**config.mk**
```make
export PLATFORM = sky130hd
export DESIGN_NAME = rvc_fetch_aligner_flat
export DESIGN_NICKNAME = d
export VERILOG_FILES = /design/src/rtl/rvc_fetch_aligner_if.sv /design/src/rtl/rvc_fetch_aligner.sv /design/src/flat_wrapper.sv
export SDC_FILE = /design/constraint.sdc
export NUM_CORES = 1
export LEC_CHECK = 0
export ABC_CLOCK_PERIOD_IN_PS = 14000
export CAP_MARGIN = 40
export CORE_ASPECT_RATIO = 0.5
export CORE_MARGIN = 2
export CORE_UTILIZATION = 55
export CTS_CLUSTER_SIZE = 25
export DETAILED_ROUTE_END_ITERATION = 8
export GPL_TIMING_DRIVEN = 0
export PLACE_DENSITY = 0.75
export RECOVER_POWER = 50
export REMOVE_ABC_BUFFERS = 1
export SKIP_CTS_REPAIR_TIMING = 1
export SLEW_MARGIN = 20
export SYNTH_ARGS = -nofsm -noshare
export SYNTH_HDL_FRONTEND = slang
export SYNTH_SLANG_ARGS = --single-unit
```
**constraint.sdc**
```tcl
create_clock -name clk -period 14 [get_ports clk]
set_input_delay 2.1 -clock clk [delete_from_list [all_inputs] [get_ports clk]]
set_output_delay 2.1 -clock clk [all_outputs]
set_load 0.01 [all_outputs]
```
**src/rtl/rvc_fetch_aligner_if.sv**
```systemverilog
// Fetch-to-decode handshake bundle for the RVC fetch aligner.
// master drives fetch beats, redirects and decode-ready; slave is the aligner.
interface rvc_fetch_aligner_if #(
  parameter int FETCH_W = 32
);
  logic               flush_i;
  logic [31:0]        flush_pc_i;
  logic               fetch_valid_i;
  logic               fetch_ready_o;
  logic [FETCH_W-1:0] fetch_data_i;
  logic               inst_valid_o;
  logic               inst_ready_i;
  logic [31:0]        inst_o;
  logic [31:0]        inst_pc_o;
  logic               inst_comp_o;
  logic               inst_illegal_o;

  modport master (
    output flush_i, flush_pc_i, fetch_valid_i, fetch_data_i, inst_ready_i,
    input  fetch_ready_o, inst_valid_o, inst_o, inst_pc_o, inst_comp_o, inst_illegal_o
  );

  modport slave (
    input  flush_i, flush_pc_i, fetch_valid_i, fetch_data_i, inst_ready_i,
    output fetch_ready_o, inst_valid_o, inst_o, inst_pc_o, inst_comp_o, inst_illegal_o
  );
endinterface

```
**src/rtl/rvc_fetch_aligner.sv**
```systemverilog
// Halfword queue between fetch and decode: realigns 16/32-bit instructions across
// beat boundaries and expands RV32C encodings into their 32-bit equivalents.
module rvc_fetch_aligner #(
  parameter int          FETCH_W   = 32,
  parameter int          QDEPTH_HW = 8,
  parameter bit          RVC_EN    = 1'b1,
  parameter logic [31:0] RESET_PC  = 32'h0
) (
  input  logic                 clk,
  input  logic                 rst,
  rvc_fetch_aligner_if.slave   bus
);
  localparam int NHW = FETCH_W / 16;
  localparam int PW  = $clog2(QDEPTH_HW);
  localparam int CW  = PW + 1;
  localparam int SKW = $clog2(NHW);

  typedef struct packed {
    logic [31:0] inst;
    logic        illegal;
  } exp_t;

  logic [QDEPTH_HW-1:0][15:0] q;
  logic [PW-1:0]              rd_ptr, wr_ptr;
  logic [CW-1:0]              count;
  logic [31:0]                head_pc;
  logic [SKW-1:0]             skip;

  logic [NHW-1:0][15:0]       beat_hw;
  logic [NHW-1:0][PW-1:0]     wr_idx;
  logic [15:0]                hw0, hw1;
  logic                       comp, inst_valid, fetch_ready, push, pop, ill;
  logic [CW-1:0]              need, push_n;
  logic [31:0]                inst;
  exp_t                       ex;

  function automatic exp_t expand(input logic [15:0] h);
    exp_t        r;
    logic [4:0]  rd, rs2, rdp, rs1p;
    logic [11:0] imm6, nz16;
    logic [9:0]  nzuimm;
    logic [6:0]  uimm7;
    logic [7:0]  uimm8, suimm8;
    rd     = h[11:7];
    rs2    = h[6:2];
    rdp    = {2'b01, h[4:2]};
    rs1p   = {2'b01, h[9:7]};
    imm6   = {{6{h[12]}}, h[12], h[6:2]};
    nz16   = {{2{h[12]}}, h[12], h[4:3], h[5], h[2], h[6], 4'b0};
    nzuimm = {h[10:7], h[12:11], h[5], h[6], 2'b00};
    uimm7  = {h[5], h[12:10], h[6], 2'b00};
    uimm8  = {h[3:2], h[12], h[6:4], 2'b00};
    suimm8 = {h[8:7], h[12:9], 2'b00};
    r.inst    = 32'h0;
    r.illegal = 1'b0;
    case (h[1:0])
      2'b00: case (h[15:13])
        3'b000: begin
          r.inst    = {2'b00, nzuimm, 5'd2, 3'b000, rdp, 7'h13};
          r.illegal = (nzuimm == 10'd0);
        end
        3'b010:  r.inst = {5'd0, uimm7, rs1p, 3'b010, rdp, 7'h03};
        3'b110:  r.inst = {5'd0, uimm7[6:5], rdp, rs1p, 3'b010, uimm7[4:0], 7'h23};
        default: r.illegal = 1'b1;
      endcase
      2'b01: case (h[15:13])
        3'b000: r.inst = {imm6, rd, 3'b000, rd, 7'h13};
        3'b001: r.inst = {h[12], h[8], h[10:9], h[6], h[7], h[2], h[11], h[5:3],
                          h[12], {8{h[12]}}, 5'd1, 7'h6F};
        3'b010: r.inst = {imm6, 5'd0, 3'b000, rd, 7'h13};
        3'b011: begin
          // rd=x2 selects c.addi16sp; every other rd is c.lui
          if (rd == 5'd2) begin
            r.inst    = {nz16, 5'd2, 3'b000, 5'd2, 7'h13};
            r.illegal = (nz16 == 12'd0);
          end else begin
            r.inst    = {{14{h[12]}}, h[12], h[6:2], rd, 7'h37};
            r.illegal = ({h[12], h[6:2]} == 6'd0);
          end
        end
        3'b100: case (h[11:10])
          2'b00: begin
            r.inst    = {6'b000000, h[12], h[6:2], rs1p, 3'b101, rs1p, 7'h13};
            r.illegal = h[12];
          end
          2'b01: begin
            r.inst    = {6'b010000, h[12], h[6:2], rs1p, 3'b101, rs1p, 7'h13};
            r.illegal = h[12];
          end
          2'b10: r.inst = {imm6, rs1p, 3'b111, rs1p, 7'h13};
          default: begin
            r.illegal = h[12];
            case (h[6:5])
              2'b00:   r.inst = {7'b0100000, rdp, rs1p, 3'b000, rs1p, 7'h33};
              2'b01:   r.inst = {7'b0000000, rdp, rs1p, 3'b100, rs1p, 7'h33};
              2'b10:   r.inst = {7'b0000000, rdp, rs1p, 3'b110, rs1p, 7'h33};
              default: r.inst = {7'b0000000, rdp, rs1p, 3'b111, rs1p, 7'h33};
            endcase
          end
        endcase
        3'b101: r.inst = {h[12], h[8], h[10:9], h[6], h[7], h[2], h[11], h[5:3],
                          h[12], {8{h[12]}}, 5'd0, 7'h6F};
        3'b110: r.inst = {h[12], {3{h[12]}}, h[6:5], h[2], 5'd0, rs1p, 3'b000,
                          h[11:10], h[4:3], h[12], 7'h63};
        default: r.inst = {h[12], {3{h[12]}}, h[6:5], h[2], 5'd0, rs1p, 3'b001,
                           h[11:10], h[4:3], h[12], 7'h63};
      endcase
      2'b10: case (h[15:13])
        3'b000: begin
          r.inst    = {6'b000000, h[12], h[6:2], rd, 3'b001, rd, 7'h13};
          r.illegal = h[12];
        end
        3'b010: begin
          r.inst    = {4'd0, uimm8, 5'd2, 3'b010, rd, 7'h03};
          r.illegal = (rd == 5'd0);
        end
        3'b100: begin
          if (!h[12]) begin
            if (rs2 == 5'd0) begin
              r.inst    = {12'd0, rd, 3'b000, 5'd0, 7'h67};
              r.illegal = (rd == 5'd0);
            end else begin
              r.inst = {7'd0, rs2, 5'd0, 3'b000, rd, 7'h33};
            end
          end else if (rs2 == 5'd0) begin
            r.inst = (rd == 5'd0) ? 32'h0010_0073 : {12'd0, rd, 3'b000, 5'd1, 7'h67};
          end else begin
            r.inst = {7'd0, rs2, rd, 3'b000, rd, 7'h33};
          end
        end
        3'b110:  r.inst = {4'd0, suimm8[7:5], rs2, 5'd2, 3'b010, suimm8[4:0], 7'h23};
        default: r.illegal = 1'b1;
      endcase
      default: r.illegal = 1'b1;
    endcase
    if (r.illegal) r.inst = {16'h0, h};
    return r;
  endfunction

  assign beat_hw     = bus.fetch_data_i;
  assign hw0         = q[rd_ptr];
  assign hw1         = q[rd_ptr + PW'(1)];
  assign comp        = RVC_EN && (hw0[1:0] != 2'b11);
  assign need        = comp ? CW'(1) : CW'(2);
  assign inst_valid  = (count >= need) && !bus.flush_i;
  assign fetch_ready = (CW'(QDEPTH_HW) - count) >= CW'(NHW);
  assign push        = bus.fetch_valid_i && fetch_ready && !bus.flush_i;
  assign pop         = inst_valid && bus.inst_ready_i;
  assign push_n      = CW'(NHW) - CW'(skip);

  always_comb begin
    for (int i = 0; i < NHW; i++) wr_idx[i] = wr_ptr + PW'(i) - PW'(skip);
  end

  always_comb begin
    ex   = expand(hw0);
    inst = {hw1, hw0};
    ill  = 1'b0;
    if (comp) begin
      inst = ex.inst;
      ill  = ex.illegal;
    end else if (hw0[1:0] != 2'b11) begin
      inst = {16'h0, hw0};
      ill  = 1'b1;
    end
  end

  assign bus.fetch_ready_o  = fetch_ready;
  assign bus.inst_valid_o   = inst_valid;
  assign bus.inst_o         = inst;
  assign bus.inst_pc_o      = head_pc;
  // flags only mean something with a valid head; keep them quiet otherwise
  assign bus.inst_comp_o    = inst_valid && comp;
  assign bus.inst_illegal_o = inst_valid && ill;

  always_ff @(posedge clk or posedge rst) begin
    if (rst) begin
      q       <= '0;
      rd_ptr  <= '0;
      wr_ptr  <= '0;
      count   <= '0;
      head_pc <= RESET_PC;
      skip    <= RESET_PC[SKW:1];
    end else if (bus.flush_i) begin
      rd_ptr  <= '0;
      wr_ptr  <= '0;
      count   <= '0;
      head_pc <= bus.flush_pc_i & 32'hFFFF_FFFE;
      skip    <= bus.flush_pc_i[SKW:1];
    end else begin
      // leading `skip` halfwords of the first beat after entry precede the target PC
      if (push) begin
        for (int i = 0; i < NHW; i++)
          if (i >= int'(skip)) q[wr_idx[i]] <= beat_hw[i];
        wr_ptr <= wr_ptr + PW'(push_n);
        skip   <= '0;
      end
      if (pop) begin
        rd_ptr  <= rd_ptr + PW'(need);
        head_pc <= head_pc + (comp ? 32'd2 : 32'd4);
      end
      count <= count + (push ? push_n : CW'(0)) - (pop ? need : CW'(0));
    end
  end
endmodule

```
**src/flat_wrapper.sv**
```systemverilog
// flat-port wrapper written by rule: the top's interface ports become plain ports
module rvc_fetch_aligner_flat 
#(
  parameter int          FETCH_W   = 32,
  parameter int          QDEPTH_HW = 8,
  parameter bit          RVC_EN    = 1'b1,
  parameter logic [31:0] RESET_PC  = 32'h0
)
  (clk, rst, bus_flush_i, bus_flush_pc_i, bus_fetch_valid_i, bus_fetch_data_i, bus_inst_ready_i, bus_fetch_ready_o, bus_inst_valid_o, bus_inst_o, bus_inst_pc_o, bus_inst_comp_o, bus_inst_illegal_o);
  rvc_fetch_aligner_if #(.FETCH_W(FETCH_W)) bus_i ();
  input  logic clk;
  input  logic rst;
  input wire logic [$bits(bus_i.flush_i)-1:0] bus_flush_i;
  input wire logic [$bits(bus_i.flush_pc_i)-1:0] bus_flush_pc_i;
  input wire logic [$bits(bus_i.fetch_valid_i)-1:0] bus_fetch_valid_i;
  input wire logic [$bits(bus_i.fetch_data_i)-1:0] bus_fetch_data_i;
  input wire logic [$bits(bus_i.inst_ready_i)-1:0] bus_inst_ready_i;
  output wire logic [$bits(bus_i.fetch_ready_o)-1:0] bus_fetch_ready_o;
  output wire logic [$bits(bus_i.inst_valid_o)-1:0] bus_inst_valid_o;
  output wire logic [$bits(bus_i.inst_o)-1:0] bus_inst_o;
  output wire logic [$bits(bus_i.inst_pc_o)-1:0] bus_inst_pc_o;
  output wire logic [$bits(bus_i.inst_comp_o)-1:0] bus_inst_comp_o;
  output wire logic [$bits(bus_i.inst_illegal_o)-1:0] bus_inst_illegal_o;
  assign bus_i.flush_i = bus_flush_i;
  assign bus_i.flush_pc_i = bus_flush_pc_i;
  assign bus_i.fetch_valid_i = bus_fetch_valid_i;
  assign bus_i.fetch_data_i = bus_fetch_data_i;
  assign bus_i.inst_ready_i = bus_inst_ready_i;
  assign bus_fetch_ready_o = bus_i.fetch_ready_o;
  assign bus_inst_valid_o = bus_i.inst_valid_o;
  assign bus_inst_o = bus_i.inst_o;
  assign bus_inst_pc_o = bus_i.inst_pc_o;
  assign bus_inst_comp_o = bus_i.inst_comp_o;
  assign bus_inst_illegal_o = bus_i.inst_illegal_o;
  rvc_fetch_aligner #(.FETCH_W(FETCH_W), .QDEPTH_HW(QDEPTH_HW), .RVC_EN(RVC_EN), .RESET_PC(RESET_PC)) u_core (.clk(clk), .rst(rst), .bus(bus_i));
endmodule
```
# Yosys cells after proc, flatten, opt, wreduce, memory -nomap -nowiden
# Cells that the tools add are included.
[totals] ff_bits=171 in_bits=69 output_inout_bits=68
[op_classes] add_sub_neg=11 magnitude_cmp=9 n_eq_ne=14 muxes=47 bitwise=1 n_reduce_logical=22
[op_table] operator="128-bit two-way mux" count=3
[op_table] operator="128-bit bitwise mux" count=2
[op_table] operator="32-bit case mux with 7 select lines" count=1
[op_table] operator="32-bit two-way mux" count=6
[op_table] operator="32-bit case mux with 3 select lines" count=2
[op_table] operator="32-bit case mux with 4 select lines" count=1
[op_table] operator="16-bit binary-select mux with 3-bit select" count=2
[op_table] operator="16-bit demux with 3-bit select" count=2
[op_table] operator="31-bit case mux with 3 select lines" count=1
[op_table] operator="30-bit case mux with 3 select lines" count=1
[op_table] operator="16-bit two-way mux" count=4
[op_table] operator="32-bit adder" count=1
[op_table] operator="30-bit two-way mux" count=1
[op_table] operator="25-bit two-way mux" count=1
[op_table] operator="21-bit two-way mux" count=1
[op_table] operator="8-bit logical NOT" count=2
[op_table] operator="3-bit by 4-bit less-than comparator with 1-bit output, second input constant" count=4
[op_table] operator="3-bit two-way mux" count=5
[op_table] operator="4-bit two-way mux" count=3
[op_table] operator="5-bit logical NOT" count=2
[op_table] operator="3-bit == test, second input constant" count=3
[op_table] operator="1-bit logical AND" count=8
[op_table] operator="3-bit by 1-bit adder with 3-bit output, second input constant" count=2
[op_table] operator="3-bit adder" count=2
[op_table] operator="28 further kinds" count=44

# Logic depth before layout (Yosys ltp)
[depth] depth_word=10 ltp_mapped=21 mapped_depth_nobuf=16

# Least setup slack after synthesis
# No wires, ideal clock.
[synth_timing] kind="register to output" startpoint="register u_core.rd_ptr[0]" endpoint="output port bus_inst_illegal_o" arrival_ns=3.286 required_time_ns=11.900 path_slack_ns=8.614 stages_incl_launch_ff=14 path_buffers=4 path_cell_list="dfrtp_1 > buf_6 > buf_6 > mux4_2 > mux2i_4 > or2_1 > buf_2 > buf_1 > ha_1 > nand2b_1 > a21oi_1 > o21ai_0 > and3_1 > and2_1"
[synth_via] elab_chain_cells=9 elab_cells_between_ends=32
[synth_rtl] element="start: declaration" line_no="rvc_fetch_aligner.sv:24" text="logic [PW-1:0] rd_ptr, wr_ptr;"
[synth_rtl] element="start signal: assignment" line_no="rvc_fetch_aligner.sv:199" text="rd_ptr <= rd_ptr + PW'(need);"
[synth_rtl] element="16-bit binary-select mux with 3-bit select (*)" line_no="rvc_fetch_aligner.sv:141" text="assign hw0 = q[rd_ptr];"
[synth_rtl] element="16-bit two-way mux (not written as such) (*)" line_no="rvc_fetch_aligner.sv:141"
[synth_rtl] element="5-bit logical NOT (on tied branches)" line_no="rvc_fetch_aligner.sv:115, rvc_fetch_aligner.sv:121, rvc_fetch_aligner.sv:119"
[synth_rtl] element="1-bit two-way mux" line_no="rvc_fetch_aligner.sv:119" text="if (rs2 == 5'd0) begin"
[synth_rtl] element="1-bit two-way mux" line_no="rvc_fetch_aligner.sv:118" text="if (!h[12]) begin"
[synth_rtl] element="1-bit case mux with 4 select lines" line_no="rvc_fetch_aligner.sv:108" text="2'b10: case (h[15:13])"
[synth_rtl] element="1-bit case mux with 3 select lines" line_no="rvc_fetch_aligner.sv:56" text="case (h[1:0])"
[synth_rtl] element="1-bit two-way mux" line_no="rvc_fetch_aligner.sv:159" text="if (comp) begin"
[synth_rtl] element="1-bit logical AND (*)" line_no="rvc_fetch_aligner.sv:174" text="assign bus.inst_illegal_o = inst_valid && ill;"
[synth_rtl] element="end: declaration" line_no="flat_wrapper.sv:23" text="output wire logic [$bits(bus_i.inst_illegal_o)-1:0] bus_inst_illegal_o;"
# Mark *: on every way between the ends. The rest lies on a longest branch, timed or not. The select of a mux whose other input is x is not followed.

==> results.yml <==
routing:
  viasPerCell: 6.73
  vias: 11392
  wl_per_cell_um: 24.0
  dr.first_iter.drc_count: 1558
  ant_nets: 0
  drt_drc_violations_left: 0
  wl_um: 40600
  dr.pass1.iters: 7
worst_setup_path:
  crit_arrival_ns: 8.46
  crit_required_ns: 13.35
  reg2regPathDepth: 19
  path_class: "in -> async"
  r2r_end: "u_core.count[3]"
  cp-start-kind: "input pin"
  worstReg2RegStart: "u_core.rd_ptr[0]"
  cp-end-kind: "asynchronous set/reset pin"
  r2r_slack_ns: 8.18
  path_max_fanout: 93
  worstSetupStartpoint: "rst"
  worstSetupEndpoint: "u_core.q[13]"
clock_tree:
  cts-htree-levels: 4
  cts_tree: "built"
  cts.sinks: 170
  cts.root.buffer_cell: "clkbuf_16"
  clkSlewWorstSetupHoldPaths_ns: 0.06
  clk_latency_ns: 0.46
  cts_buffers: 17
  clockBufferDepth: 2
synthesis:
  synth_area_per_cell_um2: 9.34
  synth_xor_area_frac: 0.00713
  synth-seq-area-share: 0.346
  yosys.area.top_type_share: 0.346
  synth_cell_types: 71
  synth_top_area_cell: "dfrtp_1"
  synth.most_common_cell: "dfrtp_1"
  synth_area_um2: 12300
  synth_fa_ha_area_frac: 0.0275
  synth.top_cells.by_area: "dfrtp_1, mux2i_1, mux4_2"
  synthTopCellsByCount: "dfrtp_1, mux2i_1, nand2_1"
  synth-seq-cells: 170
  muxShareOfSynthArea: 0.259
  yosys.area_share.simple: 0.138
  synth_edf_count: 0
  async_flop_share: 1.00
  syn_inst: 1316
  synth_flop_cell: "dfrtp_1"
  synth_top_family_by_area: "multiplexers"
  yosys_warnings: 0
  synth_compound_area_frac: 0.173
pwr:
  power_frac_comb: 0.673
  ir_drop_v: 0.000133
  p_int_uw: 2150
  power-per-cell-area_nw_per_um2: 278
  sequentialPowerShare: 0.215
  power_leakage_uw: 0.00582
  p_switching_uw: 1970
  finalPower_uw: 4120
  swShare: 0.478
  p_clk_frac: 0.112
flow_run:
  cap_violations: 2
die:
  pin_count: 137
  die_area_um2: 23600
  dieHeight_um: 110
  start_util: 0.564
  core-area_um2: 21800
  row_count: 38
  dieWidth_um: 215
timing:
  hold_slack_ns: 0.507
  hold_violations: 0
  tightest_slew_ns: 5.08
  setup_viol: 0
  setup_tns_ns: 0
  drv_slew: 173
  finalCritPeriodShare: 0.651
  slew-limit-headroom: -2.39
  fmax_ghz: 0.110
  period_needed_ns: 9.11
  fin_skew_ns: 0.00796
  rsz0062_at_grt: "no"
global_routing:
  gr-total-overflow: 0
  grt_start_max_net_pins: 94
  antenna_found_initial: 0
  grt_pass1_wl_um: 63300
  grt_pass1_vias: 11073
  grtUsageTotal: 0.354
finish:
  final_nets: 1472
  drive_above_1_share: 0.129
  syn_to_final_growth_pct: 20.5
  antenna_cells: 0
  utilization: 0.680
place:
  port_buffers: 134
  place_congestion: 1.02
  dp_hpwl_um: 28500
run_status:
  outcome: "complete, but fails checks"
  violations: "max-capacitance violations, max-slew violations"
worst_hold_path:
  worstHoldPathType: "reg -> reg"
  whs_path_depth: 2
-- cell type report --
| class | instances | area [um^2] |
|---|---|---|
| fillers | 1713 | 6960 |
| clock inverters | 12 | 90.1 |
| flip-flops and latches | 170 | 4260 |
| clock buffers | 20 | 467 |
| well taps | 300 | 375 |
| inverters | 22 | 83.8 |
| repair buffers | 164 | 1970 |
| multi-input cells | 1004 | 7570 |
-- routing by layer --
metal,global-route usage,routed length (um)
met5,0,0
met4,0.156,1520
met3,0.0858,4000
met2,0.564,18500
met1,0.469,16600
-- registers in the layout (all words and copies together), names as in the netlist --
register / cells
u_core.bus.inst_pc_o: 31
u_core.rd_ptr: 3
u_core.wr_ptr: 3
u_core.count: 4
u_core.skip: 1
u_core.q: 128
-- power by group through the flow --
stage	logic (uW)	clock network, uW	registers, uW
after floorplan	1600	0	849
after global placement	2550	0	886
after detailed placement	2720	0	884
after CTS	2730	466	876
after global routing	2940	486	908
final	2770	461	885
-- critical path, stage by stage --
cell and delay, ns:
dlygate4sd3_1 0.55, clkinvlp_2 1.99, clkbuf_1 3.65
-- how the worst min path moves through the flow --
stage	startpoint	to
floorplan	u_core.q[48]	u_core.q[48]
detailed placement	u_core.q[122]	u_core.q[122]
CTS	u_core.q[122]	u_core.q[122]
finish	u_core.q[122]	u_core.q[122]
global placement	u_core.q[21]	u_core.q[21]
global route	u_core.q[19]	u_core.q[19]
-- cells in the final DEF, fill, tap and decap left out, drive strengths merged, types with 4 or more instances in the layout --
cell type	Yosys	routed
nand3	31	31
clkinvlp	0	7
dfrtp	170	170
a221o	13	13
nand2	142	142
buf	56	29
nand4	7	7
a21oi	126	126
clkdlybuf4s50	0	115
and2	10	10
clkinv	1	4
a21o	5	5
or3	6	6
xnor2	5	5
mux2	9	9
nor2	128	128
nor3	17	17
dlygate4sd3	0	18
nand2b	9	9
o21ai	131	131
fa	5	5
and3	10	10
clkbuf	64	22
mux4	64	64
o311ai	7	7
nor3b	6	6
a22oi	5	5
ha	19	19
nor4	7	7
a31oi	5	5
xor2	5	5
a211oi	6	6
nor2b	5	5
mux2i	158	158
inv	21	23
o22ai	17	17
-- through the flow --
stage | setup WS, ns | std cells | instance area, um^2
CTS | 6.27 | 1692 | 14900
global route | 3.52 | 1692 | 14800
detailed placement | 6.80 | 1660 | 14300
floorplan | 6.46 | 1196 | 11800
global placement | 4.15 | 1630 | 13500
finish | 4.89 | 1692 | 14800
-- kinds of logic (layout without fill, tap and decap cells) --
family          count (synthesis)  after routing
simple gates                  385            385
other cells                     1              1
mux                           231            231
fa+ha+maj                      24             24
xor+xnor                       10             10
flops                         170            170
compound gates                353            353
buf+inv                       142            218
Power figures use the tool's default switching activity.
==> RTL change 1: new RTL, same flow settings <==
Reset style: synchronous (`rst`), changed in one clocked block.
--- a/src/rtl/rvc_fetch_aligner.sv
+++ b/src/rtl/rvc_fetch_aligner.sv
@@ -173,7 +173,7 @@
   assign bus.inst_comp_o    = inst_valid && comp;
   assign bus.inst_illegal_o = inst_valid && ill;
 
-  always_ff @(posedge clk or posedge rst) begin
+  always_ff @(posedge clk) begin
     if (rst) begin
       q       <= '0;
       rd_ptr  <= '0;
Check against the original RTL: not equivalent (a bounded check fails within 4 cycles, from zero or initial values and one cycle with rst high; the reset may be asserted at any time).
==> RTL change 1 against the original RTL <==
The run still ends with capacitance limit, slew limit left; final area is 5.6% lower; sequential share of layout area is 4.3 points lower; sequential cell count stayed put; setup slack better by 640 ps; critical path type is now in2reg; wire length is 13% higher; global-route usage is 4.4 points higher; via count is 12% higher; clock skew is 2.1 ps higher; synthesized area is 4.4% lower.
Power is not compared: it rests on default switching activity, and its combinational part moved more than twofold at a synthesized area within 25%.
==> RTL change 1: results (changes against the original RTL) <==
Placed design
  • Routability Congestion: 0.963 (was 1.02)
  • Place WS: 7110 ps (was 6800 ps)
  • Placed Cells incl. Taps: 1691 (was 1660)
  • Post-DP HPWL: 30000 um (was 28500 um)

STA
  • Clock skew: 10.1 ps (was 7.96 ps)
  • Slew Viols, Final: 191 (was 173)
  • Slew headroom: -49.0% (was -239%)

Worst setup path
  • Critical-path top delay cell: nor2_1 (was clkbuf_1)
  • Worst reg-to-reg path cell count: 11 (was 19)
  • Critical Path Max Stage Delay: 1870 ps (was 3650 ps)
  • CP max FO: 37 (was 93)
  • Crit Path Class: in2reg (was in2async)
  • Critical path arrival: 8690 ps (was 8460 ps)
  • WP buf/inv: 4 (was 3)

Cells and area
  • Fillers: 1657 (was 1713)
  • Max FFs per register: 128 (unchanged)
  • Reg with most FFs: u_core.q (unchanged)
  • Nets: 1537 (was 1472)
  • Layout cells sized above 1: 12.1% (was 12.9%)

Synth
  • Synth top cells by count: nor2_1 (206), dfxtp_1 (170), o22ai_1 (153) (was dfrtp_1 (170), mux2i_1 (149), nand2_1 (142))
  • Mux share of post-synthesis cell area: 16.9% (was 25.9%)
  • Synth top area share: 29.0% (was 34.6%)
  • Sequential share of the synthesized area: 29.0% (was 34.6%)
  • Ys async rst share: 0% (was 100%)
  • Post-synth top flop: dfxtp_1 (was dfrtp_1)
  • Adder-cell share of the synthesized area: 2.87% (was 2.75%)
  • Top cells by area, synth: dfxtp_1 (29%), mux4_2 (11%), a211oi_1 (8.7%) (was dfrtp_1 (35%), mux2i_1 (12%), mux4_2 (12%))
  • Mapped Avg Cell Area: 8.38 um2 (was 9.34 um2)
  • Compound-Gate Fraction of Synth Area: 28.5% (was 17.3%)
  • Xor/xnor share of the synthesized area: 0.671% (was 0.713%)
  • Post-synth cell types: 77 (was 71)

Routing
  • Drt wl/cell: 26.4 um (was 24.0 um)
  • Vias: 12.7k (was 11.4k)
  • TritonRoute pass-1 iters: 6 (was 7)
  • DR iter-0 viols: 1897 (was 1558)
  • Drt total wl: 45700 um (was 40600 um)

Global route
  • Largest net degree at the start of global routing: 83 (was 94)
  • Vias in the first global route: 12.2k (was 11.1k)
  • Gr usage total: 39.9% (was 35.4%)
  • First-pass GRT wire length: 69500 um (was 63300 um)
  • Initial antenna violation count: 2 (was 0)

Job
  • Max-cap violations: 6 (was 2)

CTS
  • Worst-Skew Late Latency: 440 ps (was 460 ps)
  • Clock transition at path regs: 60 ps (about the same)

Run status
  • Failing checks: capacitance limit, slew limit (unchanged)
  • Status: finished, violations left (unchanged)
RTL change 1: layer usage:
layer / track usage, % / vias to the layer above / routed length, um
li1: - / 5446 / -
met1: 51.6 / 6058 / 17300
met2: 62.8 / 1051 / 20400
met3: 10.6 / 183 / 6120
met4: 17.9 / 0 / 1880
met5: 0 / - / 0
RTL change 1: area by class of cell:
class / count / area share [%]
diodes: 1 / 0.0179
clock buffers: 21 / 3.37
clock inverters: 10 / 1.00
inverters: 28 / 0.752
multi-input cells: 1056 / 54.8
flip-flops and latches: 170 / 24.4
well taps: 273 / 2.44
repair buffers: 171 / 13.2
RTL change 1: path summary, 6_finish.rpt:
kind,from,end,slack (ps)
worst min-delay path,u_core.bus.inst_pc_o[19],u_core.bus.inst_pc_o[19],510
worst max register to register,u_core.count[1],u_core.q[31],6770
worst min register to register,u_core.bus.inst_pc_o[19],u_core.bus.inst_pc_o[19],510
worst max-delay path,bus_flush_i,u_core.q[31],5530
RTL change 1: stage by stage:
step	hold slack, ps	cell area [um2]
6_report	509	14000
5_1_grt	532	14000
4_1_cts	510	14000
3_5_place_dp	498	13400
3_3_place_gp	474	12800
2_1_floorplan	479	11100
RTL change 1: worst reg2reg max path, stage by stage, from the launching register on:
cell,delay (ps)
dfxtp_1,460
inv_1,100
ha_1,220
o21ai_0,90
mux2i_1,110
a22oi_1,240
o31ai_1,180
nor2_1,1580
clkbuf_1,1250
clkbuf_1,1260
clkbuf_1,1280
a211oi_1,240
RTL change 1: power groups by stage:
stage | Clock [mW] | Sequential [mW] | Combinational, mW
floorplan | 0 | 0.552 | 0.393
global placement | 0 | 0.557 | 0.665
detailed placement | 0 | 0.553 | 0.700
CTS | 0.494 | 0.542 | 0.705
global route | 0.516 | 0.547 | 0.764
finish | 0.499 | 0.544 | 0.723
==> RTL change 2: new RTL, config.mk and constraints unchanged <==
Made on the original files. `QDEPTH_HW` is set to 8 in 2 places; all go to 4.
--- a/src/rtl/rvc_fetch_aligner.sv
+++ b/src/rtl/rvc_fetch_aligner.sv
@@ -2,7 +2,7 @@
 // beat boundaries and expands RV32C encodings into their 32-bit equivalents.
 module rvc_fetch_aligner #(
   parameter int          FETCH_W   = 32,
-  parameter int          QDEPTH_HW = 8,
+  parameter int          QDEPTH_HW = 4,
   parameter bit          RVC_EN    = 1'b1,
   parameter logic [31:0] RESET_PC  = 32'h0
 ) (
--- a/src/flat_wrapper.sv
+++ b/src/flat_wrapper.sv
@@ -2,7 +2,7 @@
 module rvc_fetch_aligner_flat 
 #(
   parameter int          FETCH_W   = 32,
-  parameter int          QDEPTH_HW = 8,
+  parameter int          QDEPTH_HW = 4,
   parameter bit          RVC_EN    = 1'b1,
   parameter logic [31:0] RESET_PC  = 32'h0
 )
Function: not settled (the Yosys comparison gave no result); the edit may change what the design does.
==> RTL change 2 against the original RTL <==
The run still ends with capacitance limit, slew limit left; critical path depth rose by 5; sequential cell count down 67; final area is 33% lower; worst hold slack barely moved; largest power group unchanged; wire length decreased by 31%; critical path type is now reg2out; via count shrank 27%; setup slack gained 2100 ps; clock power shrank 48%; die area fell by 34%; total power is 39% lower; sequential power fell by 48%; synthesized area fell by 35%.
==> RTL change 2: results (changes against the original RTL) <==
Routing
  • Via density per instance: 6.75 (was 6.73)
  • Met2 wire length: 12500 um (was 18500 um)
  • Drt wl/cell: 22.7 um (was 24.0 um)
  • DR iter-0 viols: 965 (was 1558)
  • DRT met1 WL: 11400 um (was 16600 um)
  • TritonRoute pass-1 iters: 6 (was 7)

Worst setup path
  • CP max FO: 35 (was 93)
  • Critical-path top delay cell: mux4_2 (was clkbuf_1)
  • Critical Path Max Stage Delay: 860 ps (was 3650 ps)
  • Delay-heaviest family, CP: simple AND/OR/NAND/NOR gates (was buffers and inverters)
  • Critical path arrival: 4950 ps (was 8460 ps)

Global route
  • Gr usage total: 35.4% (about the same)
  • M1 GR Usage: 47.0% (was 46.9%)
  • Vias in the first global route: 7783 (was 11.1k)
  • GR Util met2: 56.2% (was 56.4%)
  • Largest net degree at the start of global routing: 67 (was 94)
  • First-pass GRT wire length: 43000 um (was 63300 um)
  • Met3 Track Usage GR: 9.52% (was 8.58%)
  • Initial antenna violation count: 1 (was 0)

STA
  • Clock skew: 7.38 ps (was 7.96 ps)
  • Slew Viols, Final: 106 (was 173)
  • Worst slew pin tran: 3580 ps (was 5080 ps)

Power and ir drop
  • Sw frac: 50.4% (was 47.8%)
  • Clk power: 241 uW (was 461 uW)
  • Pleak: 3.72 nW (was 5.82 nW)
  • VDD IR-drop max: 101 uV (was 133 uV)
  • Final Power: 2.51 mW (was 4.12 mW)
  • Seq. pwr: 458 uW (was 885 uW)

Synth
  • Compound-Gate Fraction of Synth Area: 26.0% (was 17.3%)
  • Xor/xnor share of the synthesized area: 3.05% (was 0.713%)
  • Adder-cell share of the synthesized area: 2.62% (was 2.75%)
  • Mapped Avg Cell Area: 8.58 um2 (was 9.34 um2)
  • Post-synth cell types: 85 (was 71)
  • Top cells by area, synth: dfrtp_1 (32%), mux4_2 (9.0%), o21ai_0 (7.8%) (was dfrtp_1 (35%), mux2i_1 (12%), mux4_2 (12%))
  • Synth top cells by count: nand2_1 (132), o21ai_0 (125), dfrtp_1 (103) (was dfrtp_1 (170), mux2i_1 (149), nand2_1 (142))
  • Mux share of post-synthesis cell area: 11.1% (was 25.9%)
  • Sequential share of the synthesized area: 32.1% (was 34.6%)

CTS
  • Inserted Clock Buffers: 9 (was 17)
  • Worst-Skew Late Latency: 350 ps (was 460 ps)
  • H-tree depth: 3 (was 4)

Job
  • Max-cap violations: 2 (unchanged)

Run status
  • Status: finished, violations left (unchanged)
  • Failing checks: capacitance limit, slew limit (unchanged)

Placed design
  • Post-DP HPWL: 19200 um (was 28500 um)
  • Dpl cell area: 9590 um2 (was 14300 um2)
  • Place WS: 7550 ps (was 6800 ps)
  • Placed Cells incl. Taps: 1207 (was 1660)

Cells and area
  • Nets: 1105 (was 1472)
  • Layout cells sized above 1: 10.1% (was 12.9%)
  • Fillers: 1159 (was 1713)
  • Max FFs per register: 64 (was 128)
  • Fin cells: 1225 (was 1692)
[RTL change 2: worst paths after layout]
check,startpoint,to,slack (ps),cells past startpoint
min in group asynchronous,rst,u_core.q[46],2610,2
max in group asynchronous,rst,u_core.rd_ptr[1],7130,3
hold / removal,u_core.q[63],u_core.q[63],510,2
setup / recovery,u_core.rd_ptr[0],bus_inst_o[25],6950,8
setup reg to reg,u_core.rd_ptr[0],u_core.count[2],9140,13
hold reg to reg,u_core.q[63],u_core.q[63],510,2
[RTL change 2: worst min-delay path, stage by stage, from the launching register on]
cell and delay [ps]:
dfrtp_1 360, nand2_1 50, o21ai_0 60
[RTL change 2: layout make-up]
class                      instances  share of cell area (%)
clock inverter                     6                   0.457
clock buffer                      10                    2.42
sequential                       103                    26.2
multi-input combinational        733                    51.4
inverter                          22                   0.850
antenna                            1                  0.0254
timing repair buffer             152                    16.2
tap                              198                    2.51
